[config.mk]
export PLATFORM = sky130hd
export DESIGN_NAME = cache_control
export DESIGN_NICKNAME = d
export VERILOG_FILES = /design/src/rtl/cache_control.sv
export SDC_FILE = /design/constraint.sdc
export NUM_CORES = 1
export LEC_CHECK = 0
export CORE_MARGIN = 3
export CORE_UTILIZATION = 30
export CTS_CLUSTER_SIZE = 24
export DETAILED_ROUTE_END_ITERATION = 7
export HOLD_SLACK_MARGIN = 0.05
export PLACE_DENSITY_LB_ADDON = 0.25
export SYNTH_ARGS = -nofsm -noshare
export SYNTH_HDL_FRONTEND = slang
export SYNTH_SLANG_ARGS = --single-unit
[constraint.sdc]
create_clock -name clk -period 2.03 [get_ports clk]
set_clock_uncertainty 0.2 [all_clocks]
set_input_delay 0.3045 -clock clk [delete_from_list [all_inputs] [get_ports clk]]
set_output_delay 0.3045 -clock clk [all_outputs]
set_load 0.01 [all_outputs]
[src/rtl/cache_control.sv]
// cache_control: control FSM for the 4-way set-associative L1 cache.
// It sequences hit service, dirty-victim writeback and line allocation against
// physical memory. It drives the datapath strobes and keeps saturating
// hit/miss/writeback counters. The strobes are decoded from the state and the
// live datapath inputs, because a hit has to be answered in the same COMPARE
// cycle in which the tag match is seen.

module cache_control #(
  parameter int NUM_WAYS = 4,
  parameter int CNT_W    = 16
) (
  input  logic                        clk,
  input  logic                        rst,
  input  logic                        mem_read,
  input  logic                        mem_write,
  output logic                        mem_resp,
  input  logic                        hit,
  input  logic [$clog2(NUM_WAYS)-1:0] hit_way,
  input  logic [NUM_WAYS-1:0]         valid_o,
  input  logic [NUM_WAYS-1:0]         dirty_o,
  input  logic [$clog2(NUM_WAYS)-1:0] plru_way,
  output logic                        load_plru,
  output logic [$clog2(NUM_WAYS)-1:0] way_sel,
  output logic                        load_data,
  output logic                        data_in_sel,
  output logic                        load_tag,
  output logic                        set_valid,
  output logic                        set_dirty,
  output logic                        clr_dirty,
  output logic                        pmem_addr_sel,
  output logic                        pmem_read,
  output logic                        pmem_write,
  input  logic                        pmem_resp,
  output logic [CNT_W-1:0]            hit_cnt,
  output logic [CNT_W-1:0]            miss_cnt,
  output logic [CNT_W-1:0]            wb_cnt
);

  localparam int WAY_W = $clog2(NUM_WAYS);
  localparam logic [CNT_W-1:0] CNT_ONE = {{(CNT_W-1){1'b0}}, 1'b1};
  localparam logic [CNT_W-1:0] CNT_MAX = {CNT_W{1'b1}};

  typedef enum logic [1:0] {
    IDLE      = 2'd0,
    COMPARE   = 2'd1,
    WRITEBACK = 2'd2,
    ALLOCATE  = 2'd3
  } state_t;

  state_t           state;
  logic [WAY_W-1:0] victim;
  logic             req;
  logic             victim_dirty;

  assign req          = mem_read | mem_write;
  assign victim_dirty = valid_o[plru_way] & dirty_o[plru_way];

  // State sequencing, victim capture on a miss and the saturating counters.
  always_ff @(posedge clk or negedge rst) begin
    if (!rst) begin
      state    <= IDLE;
      victim   <= '0;
      hit_cnt  <= '0;
      miss_cnt <= '0;
      wb_cnt   <= '0;
    end else begin
      case (state)
        IDLE: begin
          if (req) state <= COMPARE;
        end
        COMPARE: begin
          if (!req) begin
            state <= IDLE;
          end else if (hit) begin
            if (hit_cnt != CNT_MAX) hit_cnt <= hit_cnt + CNT_ONE;
            state <= IDLE;
          end else begin
            victim <= plru_way;
            if (miss_cnt != CNT_MAX) miss_cnt <= miss_cnt + CNT_ONE;
            state <= victim_dirty ? WRITEBACK : ALLOCATE;
          end
        end
        WRITEBACK: begin
          if (pmem_resp) begin
            if (wb_cnt != CNT_MAX) wb_cnt <= wb_cnt + CNT_ONE;
            state <= ALLOCATE;
          end
        end
        ALLOCATE: begin
          if (pmem_resp) state <= COMPARE;
        end
        default: state <= IDLE;
      endcase
    end
  end

  // Strobe decode: everything idles at zero unless the current state asks for it.
  always_comb begin
    mem_resp      = 1'b0;
    load_plru     = 1'b0;
    way_sel       = '0;
    load_data     = 1'b0;
    data_in_sel   = 1'b0;
    load_tag      = 1'b0;
    set_valid     = 1'b0;
    set_dirty     = 1'b0;
    clr_dirty     = 1'b0;
    pmem_addr_sel = 1'b0;
    pmem_read     = 1'b0;
    pmem_write    = 1'b0;
    case (state)
      COMPARE: begin
        if (req && hit) begin
          mem_resp  = 1'b1;
          load_plru = 1'b1;
          way_sel   = hit_way;
          if (mem_write) begin
            load_data = 1'b1;
            set_dirty = 1'b1;
          end
        end
      end
      WRITEBACK: begin
        pmem_write    = 1'b1;
        pmem_addr_sel = 1'b1;
        way_sel       = victim;
        if (pmem_resp) clr_dirty = 1'b1;
      end
      ALLOCATE: begin
        pmem_read = 1'b1;
        way_sel   = victim;
        if (pmem_resp) begin
          load_data   = 1'b1;
          data_in_sel = 1'b1;
          load_tag    = 1'b1;
          set_valid   = 1'b1;
          clr_dirty   = 1'b1;
        end
      end
      default: ;
    endcase
  end

endmodule

==> impl_metrics.toml, run 1 <==
[power]
peakVddDrop_uv = 330
power-per-cell-area_nw_per_um2 = 807
leakagePower_nw = 1.75

[layout]
nFillCells = 852
antenna_cells = 0
layout.cells.non_filler = 485
syn2layout_area_growth_pct = 52.0
postLayoutCellArea_um2 = 4130
drive_above_1_share_pct = 26.0
final_nets = 402

[sta]
final-hold-violation-count = 0
fmax_mhz = 478
setup_slack_ns = -0.0620
period_share_pct = 103
tightest_slew_ns = 0.558
relSlewSlack_pct = 62.8
rsz0062_at_grt = "yes"
period_needed_ns = 2.09
slew_viol_final = 0
finalSetupViolations = 7

[logic_synthesis]
ys.flop_type = "dfrtp_1"
postSynthAreaPerCell_um2 = 10.7
syn_area_um2 = 2720
syn-num-nets = 279
ys_seq_elements = 52
post-synth-top-count-cell = "dfrtp_1"
ys_warn_count = 0
synth_edf_count = 0
synth_async_sr_flop_share_pct = 100
yosys.area.top_type = "dfrtp_1"
seq_area_frac_synth_pct = 47.9
synth_common_cells = "dfrtp_1, xnor2_1, nand2_1"
synthCells = 253
synth.area.top_cells = "dfrtp_1, xnor2_1, ha_1"
synth_cell_types = 41
netlist.area_leader.share_pct = 47.9

[detailed_routing]
first_pass_iters = 4
wire_per_inst_um = 14.0
drc = 0
antenna_left = 0
drtIter0Drc = 56
wl_mm = 6.81
vias = 2379
drt-vias-per-instance = 4.91

[setup_path]
crit_arrival_ns = 1.59
start_kind = "flop"
worstPathRequired_ns = 1.53
critPathKind = "flop to output pin"
critPathCaptureType = "output pin"
critPathMaxFanout = 4

[grt]
grt_usage_pct = 13.4
grt_max_degree = 24
grt_pass1_wl_mm = 11.1
antenna_found_initial = 0
grt_pass1_vias = 2392
overflow = 0

[placed_design]
place_hpwl_mm = 5.27
placed_area_um2 = 3870
portBuffers = 78
dp.cells = 467
place_congestion = 0.784

[floorplan]
pin_count = 79
fp-row-count = 34
dieArea_um2 = 10200
core-area_um2 = 8760
chipWidth_um = 101
initial_utilization_pct = 31.0
die_h_um = 101

[outcome]
outcome = "finished, violations left"
violations = "setup timing"

[clock_tree]
clock_latency_ns = 0.30
cts.root.buffer_cell = "clkbuf_8"
htree_levels = 2
path_clk_slew_ns = 0.09
clk_path_buf_depth = 2
cts.sink_count = 52
cts_buffers = 5
tritoncts = "yes"

[worst_hold_path]
hold_class = "flop to flop"

[flow_run]
maxCapViolCount = 0
[final cells by class]
cell class                      instances  area, um^2  area share, %
Multi-Input combinational cell        192        1460           35.4
Tap cell                              108         135           3.27
Inverter                                3        11.3          0.273
Clock inverter                          1        7.51          0.182
Sequential cell                        52        1300           31.5
Clock buffer                            7        86.3           2.09
Timing Repair Buffer                  122        1130           27.3
[critical path, cell delays in order, from the launching register on]
cell,delay (ns)
dfrtp_2,0.45
buf_6,0.13
ha_4,0.15
o211a_1,0.13
buf_6,0.12
a22oi_2,0.10
nor2_1,0.06
buf_2,0.14
[logic make-up after synthesis]
group	share of synthesized area (%)
XOR/XNOR	11.0
buffers and inverters	1.84
flip-flops	47.9
multiplexers	2.44
AO/OA/AOI/OAI	10.6
AND/OR/NAND/NOR	22.6
adder cells (fa/ha/maj)	3.69
[path summary, 6_finish.rpt]
path / startpoint / endpoint / slack [ns] / depth (start not counted)
setup / recovery: state[0] / way_sel[0] / -0.06 / 7
hold / removal: wb_cnt[7] / wb_cnt[7] / 0.29 / 1
setup reg to reg: state[1] / hit_cnt[4] / -0.01 / 10
hold reg to reg: wb_cnt[7] / wb_cnt[7] / 0.29 / 1
max in group asynchronous: rst / wb_cnt[15] / 0.76 / 3
min in group asynchronous: rst / victim[1] / 0.33 / 2
[flip-flops by register name, summed over array words and instances (netlist names)]
name,count
hit_cnt,16
miss_cnt,16
wb_cnt,16
state,2
victim,2
[power breakdown]
group	switching (mW)	total [mW]	internal [mW]
logic	0.565	1.33	0.767
clock network	0.343	0.621	0.278
registers	0.183	1.38	1.20
[routing by layer]
layer | wire length, um | up-vias | share of wire (%) | track usage (%)
met5 | 0 | - | 0 | 0
met4 | 34 | 0 | 0.50 | 2.76
met3 | 326 | 4 | 4.8 | 3.24
met2 | 3290 | 49 | 48 | 22.6
met1 | 3160 | 1168 | 46 | 17.6
li1 | - | 1158 | - | -
[repair_timing]
action / CTS / global route
hold endpoints to repair: 20 / 0
setup buffers: 5 / 5
gates resized for setup: 38 / 34
pin swaps: 5 / 13
hold buffers: 1 / 0
setup endpoints to repair: 26 / 32
[stage by stage]
stage / hold WS, ns / setup WS (ns) / TNS [ns] / power [mW] / utilization [%]
after floorplan: -0.191 / 0.0589 / 0 / 1.92 / -
after global placement: 0.118 / -0.253 / -4.21 / 2.58 / 44.1
after detailed placement: 0.123 / -0.301 / -5.26 / 2.60 / 44.1
after CTS: 0.307 / -0.149 / -0.872 / 3.27 / 45.7
after global routing: 0.329 / -0.142 / -1.24 / 3.57 / 47.1
final: 0.293 / -0.0620 / -0.173 / 3.33 / 47.1
[layout by cell type (no fill, tap or decap), drive strengths merged, types with 9 or more instances in the layout]
cell type	instances
xnor2	28
nor2	20
dfrtp	52
nand4	14
nand3	23
buf	51
clkdlybuf4s50	64
nand2	22
clkbuf	9
and3	13
(Power assumes the default switching activity.)
==> run 2: changes to the inputs <==
--- a/config.mk
+++ b/config.mk
@@ -5,9 +5,10 @@
 export SDC_FILE = /design/constraint.sdc
 export NUM_CORES = 1
 export LEC_CHECK = 0
+export ABC_CLOCK_PERIOD_IN_PS = 2029
 export CORE_MARGIN = 3
 export CORE_UTILIZATION = 30
-export CTS_CLUSTER_SIZE = 24
+export CTS_CLUSTER_SIZE = 40
 export DETAILED_ROUTE_END_ITERATION = 7
 export HOLD_SLACK_MARGIN = 0.05
 export PLACE_DENSITY_LB_ADDON = 0.25
==> results of run 2 <==
The final DEF is identical to that of run 1; final timing and power are the same.
==> run 3: changes to the inputs <==
--- a/config.mk
+++ b/config.mk
@@ -15,3 +15,4 @@
 export SYNTH_ARGS = -nofsm -noshare
 export SYNTH_HDL_FRONTEND = slang
 export SYNTH_SLANG_ARGS = --single-unit
+export TNS_END_PERCENT = 20
==> impl_metrics.toml, run 3 (synthesis results as in run 1) <==
[layout]
final_nets = 398
antenna_cells = 0
reg.largest.list = "hit_cnt: 16 flops, miss_cnt: 16 flops, wb_cnt: 16 flops"
layout.cells.non_filler = 481
drive_above_1_share_pct = 24.4
layout_commonest_cell = "clkdlybuf4s50_1"
syn2layout_area_growth_pct = 49.6
final_cell_mix = "clkdlybuf4s50_1, dfrtp_1, buf_4, xnor2_1"

[setup_path]
slowest_delay_ns = 0.43
path_buf_inv = 4
crit_family = "compound AO/OA/AOI/OAI gates"
worstReg2RegEnd = "hit_cnt[13]"
cp.depth = 9
crit_arrival_ns = 2.04
path_cells = "inv_2 -> ha_4 -> o211a_4 -> buf_6 -> buf_6 -> buf_12 -> o41a_1 -> nand4_1 -> xnor2_1"
critPathKind = "flop to flop"
critPathMostFrequentCell = "buf_6"
r2r_slack_ns = -0.02
critPathMaxFanout = 7
critPathCaptureType = "flop"
reg2reg_from = "state[1]"
reg2reg_depth = 9
slowest_stage = "dfrtp_1"
start_kind = "flop"
worstPathRequired_ns = 2.03

[detailed_routing]
first_pass_iters = 4
drtIter0Drc = 48
antenna_left = 0
wl_mm = 6.73
wire_per_inst_um = 14.0
drt-vias-per-instance = 4.89
drc = 0
vias = 2354

[floorplan]
dieArea_um2 = 10200
die_h_um = 101
initial_utilization_pct = 31.0
fp-row-count = 34
pin_count = 79
chipWidth_um = 101
core-area_um2 = 8760

[sta]
relSlewSlack_pct = 63.1
fmax_mhz = 488
finalSetupTns_ns = -0.0481
tightest_slew_ns = 0.554
period_share_pct = 101
final-hold-violation-count = 0
rsz0062_at_grt = "yes"
period_needed_ns = 2.05
setup_slack_ns = -0.0193
slew_viol_final = 0
fin_hold_ws_ns = 0.299
finalSetupViolations = 4

[worst_hold_path]
min_to = "wb_cnt[7]"
min-delay-start = "wb_cnt[7]"
hold_class = "flop to flop"
holdPathStages = 1

[grt]
grt_max_degree = 24
antenna_found_initial = 0
grt_pass1_vias = 2394
overflow = 0
grt_pass1_wl_mm = 11.1
grt_usage_pct = 13.4

[power]
peakVddDrop_uv = 326
power-per-cell-area_nw_per_um2 = 809
finalPower_mw = 3.29
leakagePower_nw = 1.72

[clock_tree]
htree_levels = 2
clk_path_buf_depth = 2
tritoncts = "yes"
cts_buffers = 5
cts.root.buffer_cell = "clkbuf_8"
clock_latency_ns = 0.30
path_clk_slew_ns = 0.09
cts.sink_count = 52

[placed_design]
dp.cells = 467
place_congestion = 0.784
portBuffers = 78
place_hpwl_mm = 5.27

[outcome]
outcome = "finished, violations left"
violations = "setup timing"

[flow_run]
maxCapViolCount = 0
## run 3: changes by cell type in the layout (fill, tap and decap cells not counted), moves of 2 or more
cell,previous run,this run
nand3_1,15,19
nand3_2,6,3
buf_4,37,34
buf_6,8,6
## run 3: worst max-delay path by stage
stage	from	endpoint	slack, ns
2_1_floorplan	state[0]	wb_cnt[13]	0.06
5_1_grt	state[1]	hit_cnt[13]	-0.09
4_1_cts	state[0]	load_tag	-0.07
3_3_place_gp	mem_write	way_sel[1]	-0.25
6_report	state[1]	hit_cnt[13]	-0.02
3_5_place_dp	mem_write	way_sel[1]	-0.30
## run 3: final cells by class
class | instances | area, um^2
clock buffers | 7 | 86.3
clock inverters | 1 | 7.51
fillers | 865 | 4700
inverters | 3 | 11.3
multi-input cells | 192 | 1430
flip-flops and latches | 52 | 1300
well taps | 108 | 135
repair buffers | 118 | 1090
## run 3: power breakdown
group          switching (mW)  internal (mW)  leakage, nW
combinational           0.544          0.729        0.982
clock                   0.342          0.278       0.0445
sequential              0.195           1.20        0.698
total                    1.08           2.20         1.72
## run 3: metrics by stage
step | util, % | setup WS [ns] | instance area [um^2]
after floorplan | - | 0.0589 | 2720
after detailed placement | 44.1 | -0.301 | 3870
after global placement | 44.1 | -0.253 | 3870
after CTS | 45.5 | -0.0725 | 3990
final | 46.4 | -0.0193 | 4060
after global routing | 46.4 | -0.0930 | 4060
## run 3: routing by layer
| metal | wire (um) | GRT usage [%] |
|---|---|---|
| met5 | 0 | 0 |
| met4 | 34 | 2.76 |
| met3 | 330 | 3.24 |
| met2 | 3260 | 22.5 |
| met1 | 3110 | 17.6 |
## run 3: timing repair
action,4_1_cts,5_1_grt
hold buffers,1,0
setup buffers,2,3
endpoints found under the setup margin,26,32
pin swaps,4,15
endpoints found under the hold margin,20,0
gates resized for setup,37,25
